===== src/rtl/j_txsched_pkg.sv =====
// Shared definitions for the UART transmit scheduler: FSM encoding and write-data padding.
package j_txsched_pkg;

    typedef enum logic [2:0] {
        ST_IDLE  = 3'd0,
        ST_WR    = 3'd1,
        ST_WLOW  = 3'd2,
        ST_WHIGH = 3'd3,
        ST_BRK   = 3'd4
    } state_t;

    localparam logic [7:0] DIN_PAD = 8'h00;

endpackage


===== src/rtl/j_txfifo.sv =====
// DEPTH x 8 synchronous FIFO; head of queue is presented combinationally on rdata.
module j_txfifo #(
    parameter int unsigned DEPTH = 4
) (
    input  logic                     sys_clk,
    input  logic                     reset,
    input  logic                     push,
    input  logic                     pop,
    input  logic [7:0]               wdata,
    output logic [7:0]               rdata,
    output logic                     full,
    output logic                     empty,
    output logic [$clog2(DEPTH):0]   cnt
);

    localparam int unsigned AW = $clog2(DEPTH);
    localparam logic [AW:0] FULL_CNT = (AW+1)'(DEPTH);

    logic [7:0]    mem [DEPTH];
    logic [AW-1:0] rd_ptr;
    logic [AW-1:0] wr_ptr;
    logic          do_push;
    logic          do_pop;

    assign full    = (cnt == FULL_CNT);
    assign empty   = (cnt == '0);
    assign do_push = push & ~full;
    assign do_pop  = pop & ~empty;
    assign rdata   = mem[rd_ptr];

    always_ff @(posedge sys_clk) begin
        if (reset) begin
            rd_ptr <= '0;
            wr_ptr <= '0;
            cnt    <= '0;
        end else begin
            if (do_push)
                wr_ptr <= wr_ptr + AW'(1);
            if (do_pop)
                rd_ptr <= rd_ptr + AW'(1);
            case ({do_push, do_pop})
                2'b10:   cnt <= cnt + (AW+1)'(1);
                2'b01:   cnt <= cnt - (AW+1)'(1);
                default: cnt <= cnt;
            endcase
        end
    end

    // Storage needs no reset; pointers alone define valid contents.
    always_ff @(posedge sys_clk) begin
        if (do_push)
            mem[wr_ptr] <= wdata;
    end

endmodule


===== src/rtl/j_txsched.sv =====
// UART transmit scheduler: round-robin arbitration of two byte sources into a FIFO,
// drained into the transmitter holding register with tbe pacing and break timing.
module j_txsched
    import j_txsched_pkg::*;
#(
    parameter int unsigned DEPTH = 4,
    parameter int unsigned TMO   = 64,
    parameter int unsigned BRKW  = 16
) (
    input  logic                     sys_clk,
    input  logic                     reset,
    input  logic                     req_a,
    input  logic [7:0]               data_a,
    output logic                     gnt_a,
    input  logic                     req_b,
    input  logic [7:0]               data_b,
    output logic                     gnt_b,
    input  logic                     brk_go,
    input  logic [BRKW-1:0]          brk_len,
    input  logic                     tbe,
    output logic                     u2dwr,
    output logic [15:0]              din,
    output logic                     txbrk,
    output logic [$clog2(DEPTH):0]   fifo_cnt,
    output logic                     busy
);

    localparam int unsigned TW = $clog2(TMO);
    localparam logic [TW-1:0]   TMO_LAST = TW'(TMO - 1);
    localparam logic [BRKW-1:0] BRK_ONE  = BRKW'(1);

    state_t          state;
    logic            rr;          // 0 = A wins next contention, 1 = B
    logic            full;
    logic            empty;
    logic            push;
    logic            pop;
    logic [7:0]      push_data;
    logic [7:0]      head;
    logic [TW-1:0]   tmo_cnt;
    logic [BRKW-1:0] brk_cnt;
    logic [BRKW-1:0] brk_len_q;
    logic            brk_pend;

    always_comb begin
        gnt_a = 1'b0;
        gnt_b = 1'b0;
        if (!full) begin
            if (req_a && (!req_b || !rr))
                gnt_a = 1'b1;
            else if (req_b)
                gnt_b = 1'b1;
        end
    end

    assign push      = gnt_a | gnt_b;
    assign push_data = gnt_a ? data_a : data_b;
    assign pop       = (state == ST_WR);
    assign busy      = (state != ST_IDLE) | (fifo_cnt != '0);

    j_txfifo #(
        .DEPTH (DEPTH)
    ) u_fifo (
        .sys_clk (sys_clk),
        .reset   (reset),
        .push    (push),
        .pop     (pop),
        .wdata   (push_data),
        .rdata   (head),
        .full    (full),
        .empty   (empty),
        .cnt     (fifo_cnt)
    );

    always_ff @(posedge sys_clk) begin
        if (reset) begin
            rr <= 1'b0;
        end else if (gnt_a && req_b) begin
            rr <= 1'b1;
        end else if (gnt_b && req_a) begin
            rr <= 1'b0;
        end
    end

    // Entering BRK consumes the pending request; brk_go while in BRK is dropped.
    always_ff @(posedge sys_clk) begin
        if (reset) begin
            brk_pend  <= 1'b0;
            brk_len_q <= '0;
        end else if (state == ST_IDLE && brk_pend) begin
            brk_pend <= 1'b0;
        end else if (brk_go && state != ST_BRK) begin
            brk_pend  <= 1'b1;
            brk_len_q <= brk_len;
        end
    end

    always_ff @(posedge sys_clk) begin
        if (reset) begin
            state   <= ST_IDLE;
            u2dwr   <= 1'b0;
            din     <= '0;
            txbrk   <= 1'b0;
            tmo_cnt <= '0;
            brk_cnt <= '0;
        end else begin
            u2dwr <= 1'b0;
            case (state)
                ST_IDLE: begin
                    if (brk_pend) begin
                        state   <= ST_BRK;
                        txbrk   <= 1'b1;
                        brk_cnt <= (brk_len_q == '0) ? BRK_ONE : brk_len_q;
                    end else if (!empty && tbe) begin
                        state <= ST_WR;
                        u2dwr <= 1'b1;
                        din   <= {DIN_PAD, head};
                    end
                end
                ST_WR: begin
                    state   <= ST_WLOW;
                    tmo_cnt <= '0;
                end
                ST_WLOW: begin
                    if (!tbe)
                        state <= ST_WHIGH;
                    else if (tmo_cnt == TMO_LAST)
                        state <= ST_IDLE;
                    else
                        tmo_cnt <= tmo_cnt + TW'(1);
                end
                ST_WHIGH: begin
                    if (tbe)
                        state <= ST_IDLE;
                end
                ST_BRK: begin
                    if (brk_cnt == BRK_ONE) begin
                        state <= ST_IDLE;
                        txbrk <= 1'b0;
                    end else begin
                        brk_cnt <= brk_cnt - BRK_ONE;
                    end
                end
                default: begin
                    state <= ST_IDLE;
                    txbrk <= 1'b0;
                end
            endcase
        end
    end

endmodule


===== config.mk =====
export PLATFORM = sky130hd
export DESIGN_NAME = j_txsched
export DESIGN_NICKNAME = d
export VERILOG_FILES = /design/src/rtl/j_txsched_pkg.sv /design/src/rtl/j_txfifo.sv /design/src/rtl/j_txsched.sv
export SDC_FILE = /design/constraint.sdc
export NUM_CORES = 1
export LEC_CHECK = 0
export CORE_ASPECT_RATIO = 1.2
export CORE_MARGIN = 2
export CORE_UTILIZATION = 35
export CTS_BUF_LIST = sky130_fd_sc_hd__clkbuf_16
export CTS_CLUSTER_SIZE = 20
export DETAILED_ROUTE_END_ITERATION = 12
export SYNTH_ARGS = -nofsm -noshare
export SYNTH_HDL_FRONTEND = slang
export SYNTH_SLANG_ARGS = --single-unit

===== constraint.sdc =====
create_clock -name sys_clk -period 7.65 [get_ports sys_clk]
set_clock_uncertainty 0.05 [all_clocks]
set_input_delay 1.1475 -clock sys_clk [delete_from_list [all_inputs] [get_ports sys_clk]]
set_output_delay 1.1475 -clock sys_clk [all_outputs]
set_load 0.02 [all_outputs]

==> results.sh <==
export IMPL_outcome="finished, final reports clean"
export IMPL_critPathCaptureType="primary output"
export IMPL_synth_area_mm2=0.00451
export IMPL_r2r_end="u_fifo.cnt[2]"
export IMPL_hold_path_class="flop to flop"
export IMPL_wl_mm=10.1
export IMPL_drcViolationCount=0
export IMPL_r2r_start="state[0]"
export IMPL_grt_start_max_net_pins=57
export IMPL_hold_start="brk_len_q[8]"
export IMPL_finalInstanceArea_mm2=0.00540
export IMPL_cts_num_sinks=92
export IMPL_synth_area_leaders="dfxtp_1 (27%), edfxtp_1 (21%), mux4_2 (4.0%)"
export IMPL_fillers=1218
export IMPL_cts_root_buf="clkbuf_16"
export IMPL_yosys_register_bits=92
export IMPL_dpl_cell_count=625
export IMPL_core_mm2=0.0126
export IMPL_pwr_share_seq=0.386
export IMPL_ys_warn_count=0
export IMPL_fmax_mhz=260
export IMPL_clock_latency_ns=0.34
export IMPL_io_pins=62
export IMPL_critPathArrivalTime_ns=2.65
export IMPL_cts_clk_slew_worst_paths_ns=0.06
export IMPL_pwr_share_clk=0.286
export IMPL_hold_viol_final=0
export IMPL_grt_antenna_before_repair=0
export IMPL_rrSetupSlack_ns=4.96
export IMPL_grt_pass1_vias=3307
export IMPL_netlist_instances=438
export IMPL_cp_max_fo=9
export IMPL_cts_resized=0
export IMPL_p_leak_nw=1.89
export IMPL_power_density_mw_per_mm2=329
export IMPL_tightest_slew_ns=1.00
export IMPL_clock_path_buffers=2
export IMPL_relSlewSlack=0.328
export IMPL_pwr_share_comb=0.329
export IMPL_layout_commonest_cell="dfxtp_1"
export IMPL_final_min_period_over_clock_period=0.504
export IMPL_placed_area_mm2=0.00506
export IMPL_yosys_most_used_dff="dfxtp_1"
export IMPL_rows=45
export IMPL_final_core_util=0.428
export IMPL_firstDrtPassIters=4
export IMPL_routed_via_density=5.33
export IMPL_slowest_delay_ns=0.61
export IMPL_mostFrequentLayoutCells="dfxtp_1 (60), clkdlybuf4s50_1 (52), nor2_1 (33), a21oi_1 (33)"
export IMPL_fin_cells=641
export IMPL_netSwitchingFraction=0.340
export IMPL_startpoint="req_b"
export IMPL_async_flop_share=0
export IMPL_layout_setup_ws_ns=3.80
export IMPL_dieHeight_um=128
export IMPL_n_antenna_cell=0
export IMPL_worst_path_most_repeated_cell="clkdlybuf4s50_1"
export IMPL_cts_setup_buffers=0
export IMPL_drtAntennaViolNets=0
export IMPL_post_drt_wl_per_cell_um=15.7
export IMPL_grt_total_usage=0.154
export IMPL_fin_nets=519
export IMPL_slew_violations=0
export IMPL_drt_iter0_drc=170
export IMPL_place_ws_ns=3.77
export IMPL_grt_overflow_total=0
export IMPL_holdWs_ns=0.423
export IMPL_synth_seq_area_share=0.479
export IMPL_vdd_ir_drop_worst_mv=0.129
export IMPL_rsz0062_at_grt="no"
export IMPL_num_vias=3415
export IMPL_holdBufCountCts=0
export IMPL_io_buffers=53
export IMPL_grt_first_pass_wirelength_mm=16.7
export IMPL_initial_utilization=0.358
export IMPL_htree_levels=3
export IMPL_cts_inserted_buffers=9
export IMPL_area_delta_synth_final_pct=19.7
export IMPL_yosysTopAreaCell="dfxtp_1"
export IMPL_crit_end="gnt_a"
export IMPL_gp_congestion=0.748
export IMPL_dp_hpwl_mm=6.83
export IMPL_maxCapViolations=0
export IMPL_die_w_um=108
export IMPL_die_area_mm2=0.0138
export IMPL_intPower_mw=1.17
export IMPL_slowest_stage="clkdlybuf4s50_1"
export IMPL_cts_tree="yes"
export IMPL_syn_area_per_cell_um2=10.3
export IMPL_timing_final_crit_period_ns=3.85
export IMPL_drive_gt1_frac=0.113
export IMPL_setup_violations=0
export IMPL_path_cells="clkdlybuf4s50_1, nand2_1, nand3_2, inv_1, clkdlybuf4s50_1"
export IMPL_p_switching_mw=0.605
export IMPL_start_kind="input port"
export IMPL_required_ns=6.45
export IMPL_synth_cell_type_count=71
export IMPL_synth_enable_flop_cells=32
export IMPL_tns_ns=0
export IMPL_synth_top_area_frac=0.266
export IMPL_p_total_mw=1.78
export IMPL_r2r_cells=8
export IMPL_worstSetupPathType="input port to primary output"
## logic make-up (layout without fill, tap and decap cells)
logic type,Yosys count,in the layout,synth area share
muxes,28,28,0.0865
other,1,8,0.000831
AOI/OAI and AO/OA,99,99,0.148
DFF,92,92,0.479
adders and majority gates,9,9,0.0266
xor gates and xnor gates,6,6,0.0116
and+or+nand+nor,148,148,0.184
buffers and inverters,55,87,0.0637
## per-layer routing
layer  up-vias  track usage  wire, um
met2        93        0.252      4930
met5         -            0         0
met4         0       0.0483       155
met1      1637        0.196      4370
met3        13       0.0476       644
li1       1672            -         -
## worst min path at each step
stage | cells after the start | to | slack, ns
after floorplan | 2 | brk_len_q[0] | 0.39
after global placement | 2 | brk_len_q[8] | 0.41
after detailed placement | 2 | brk_len_q[8] | 0.41
after CTS | 2 | brk_len_q[8] | 0.42
after global routing | 2 | brk_len_q[8] | 0.44
final | 2 | brk_len_q[8] | 0.42
## critical path, delay by kind of cell
family / cells / cell delay, ns
buffers and inverters: 3 / 1.18
AND/OR/NAND/NOR: 2 / 0.33
## power by group through the flow
stage	clock (mW)	combinational [mW]	sequential (mW)
2_1_floorplan	0	0.434	0.680
3_3_place_gp	0	0.574	0.696
3_5_place_dp	0	0.586	0.698
4_1_cts	0.518	0.589	0.688
5_1_grt	0.536	0.647	0.703
6_report	0.508	0.585	0.686
## flip-flops by register name, summed over array words and instances, names as in the netlist
| name | flops |
|---|---|
| u_fifo.mem | 32 |
| brk_cnt | 16 |
| brk_len_q | 16 |
| din | 8 |
| tmo_cnt | 6 |
| state | 3 |
| u_fifo.cnt | 3 |
| u_fifo.rd_ptr | 2 |
| u_fifo.wr_ptr | 2 |
| brk_pend | 1 |
| rr | 1 |
| txbrk | 1 |
| u2dwr | 1 |
## Yosys cell counts, types with 4 or more instances
| library cell | count |
|---|---|
| or2_2 | 4 |
| nor2_1 | 33 |
| a31oi_1 | 8 |
| clkbuf_1 | 10 |
| and2_1 | 8 |
| dfxtp_1 | 60 |
| mux4_2 | 8 |
| xnor2_1 | 4 |
| nand3_1 | 22 |
| buf_1 | 5 |
| o31ai_1 | 9 |
| edfxtp_1 | 32 |
| mux2_2 | 8 |
| buf_2 | 13 |
| o211ai_1 | 4 |
| o311ai_0 | 7 |
| nand2_1 | 32 |
| or3_1 | 4 |
| mux2i_1 | 12 |
| a21oi_1 | 33 |
| nor2b_1 | 4 |
| buf_4 | 8 |
| nor3_1 | 6 |
| nor4_1 | 6 |
| o21ai_1 | 4 |
| inv_1 | 16 |
| ha_1 | 8 |
| o21ai_0 | 7 |
## cell type report
type | instances | area, um2 | share of cell area
Inverter | 16 | 60.1 | 0.0111
Clock inverter | 7 | 115 | 0.0213
Clock buffer | 9 | 225 | 0.0417
Timing Repair Buffer | 55 | 541 | 0.100
Sequential cell | 92 | 2160 | 0.400
Tap cell | 164 | 205 | 0.0380
Multi-Input combinational cell | 298 | 2090 | 0.388
Power figures use the tool's default switching activity.
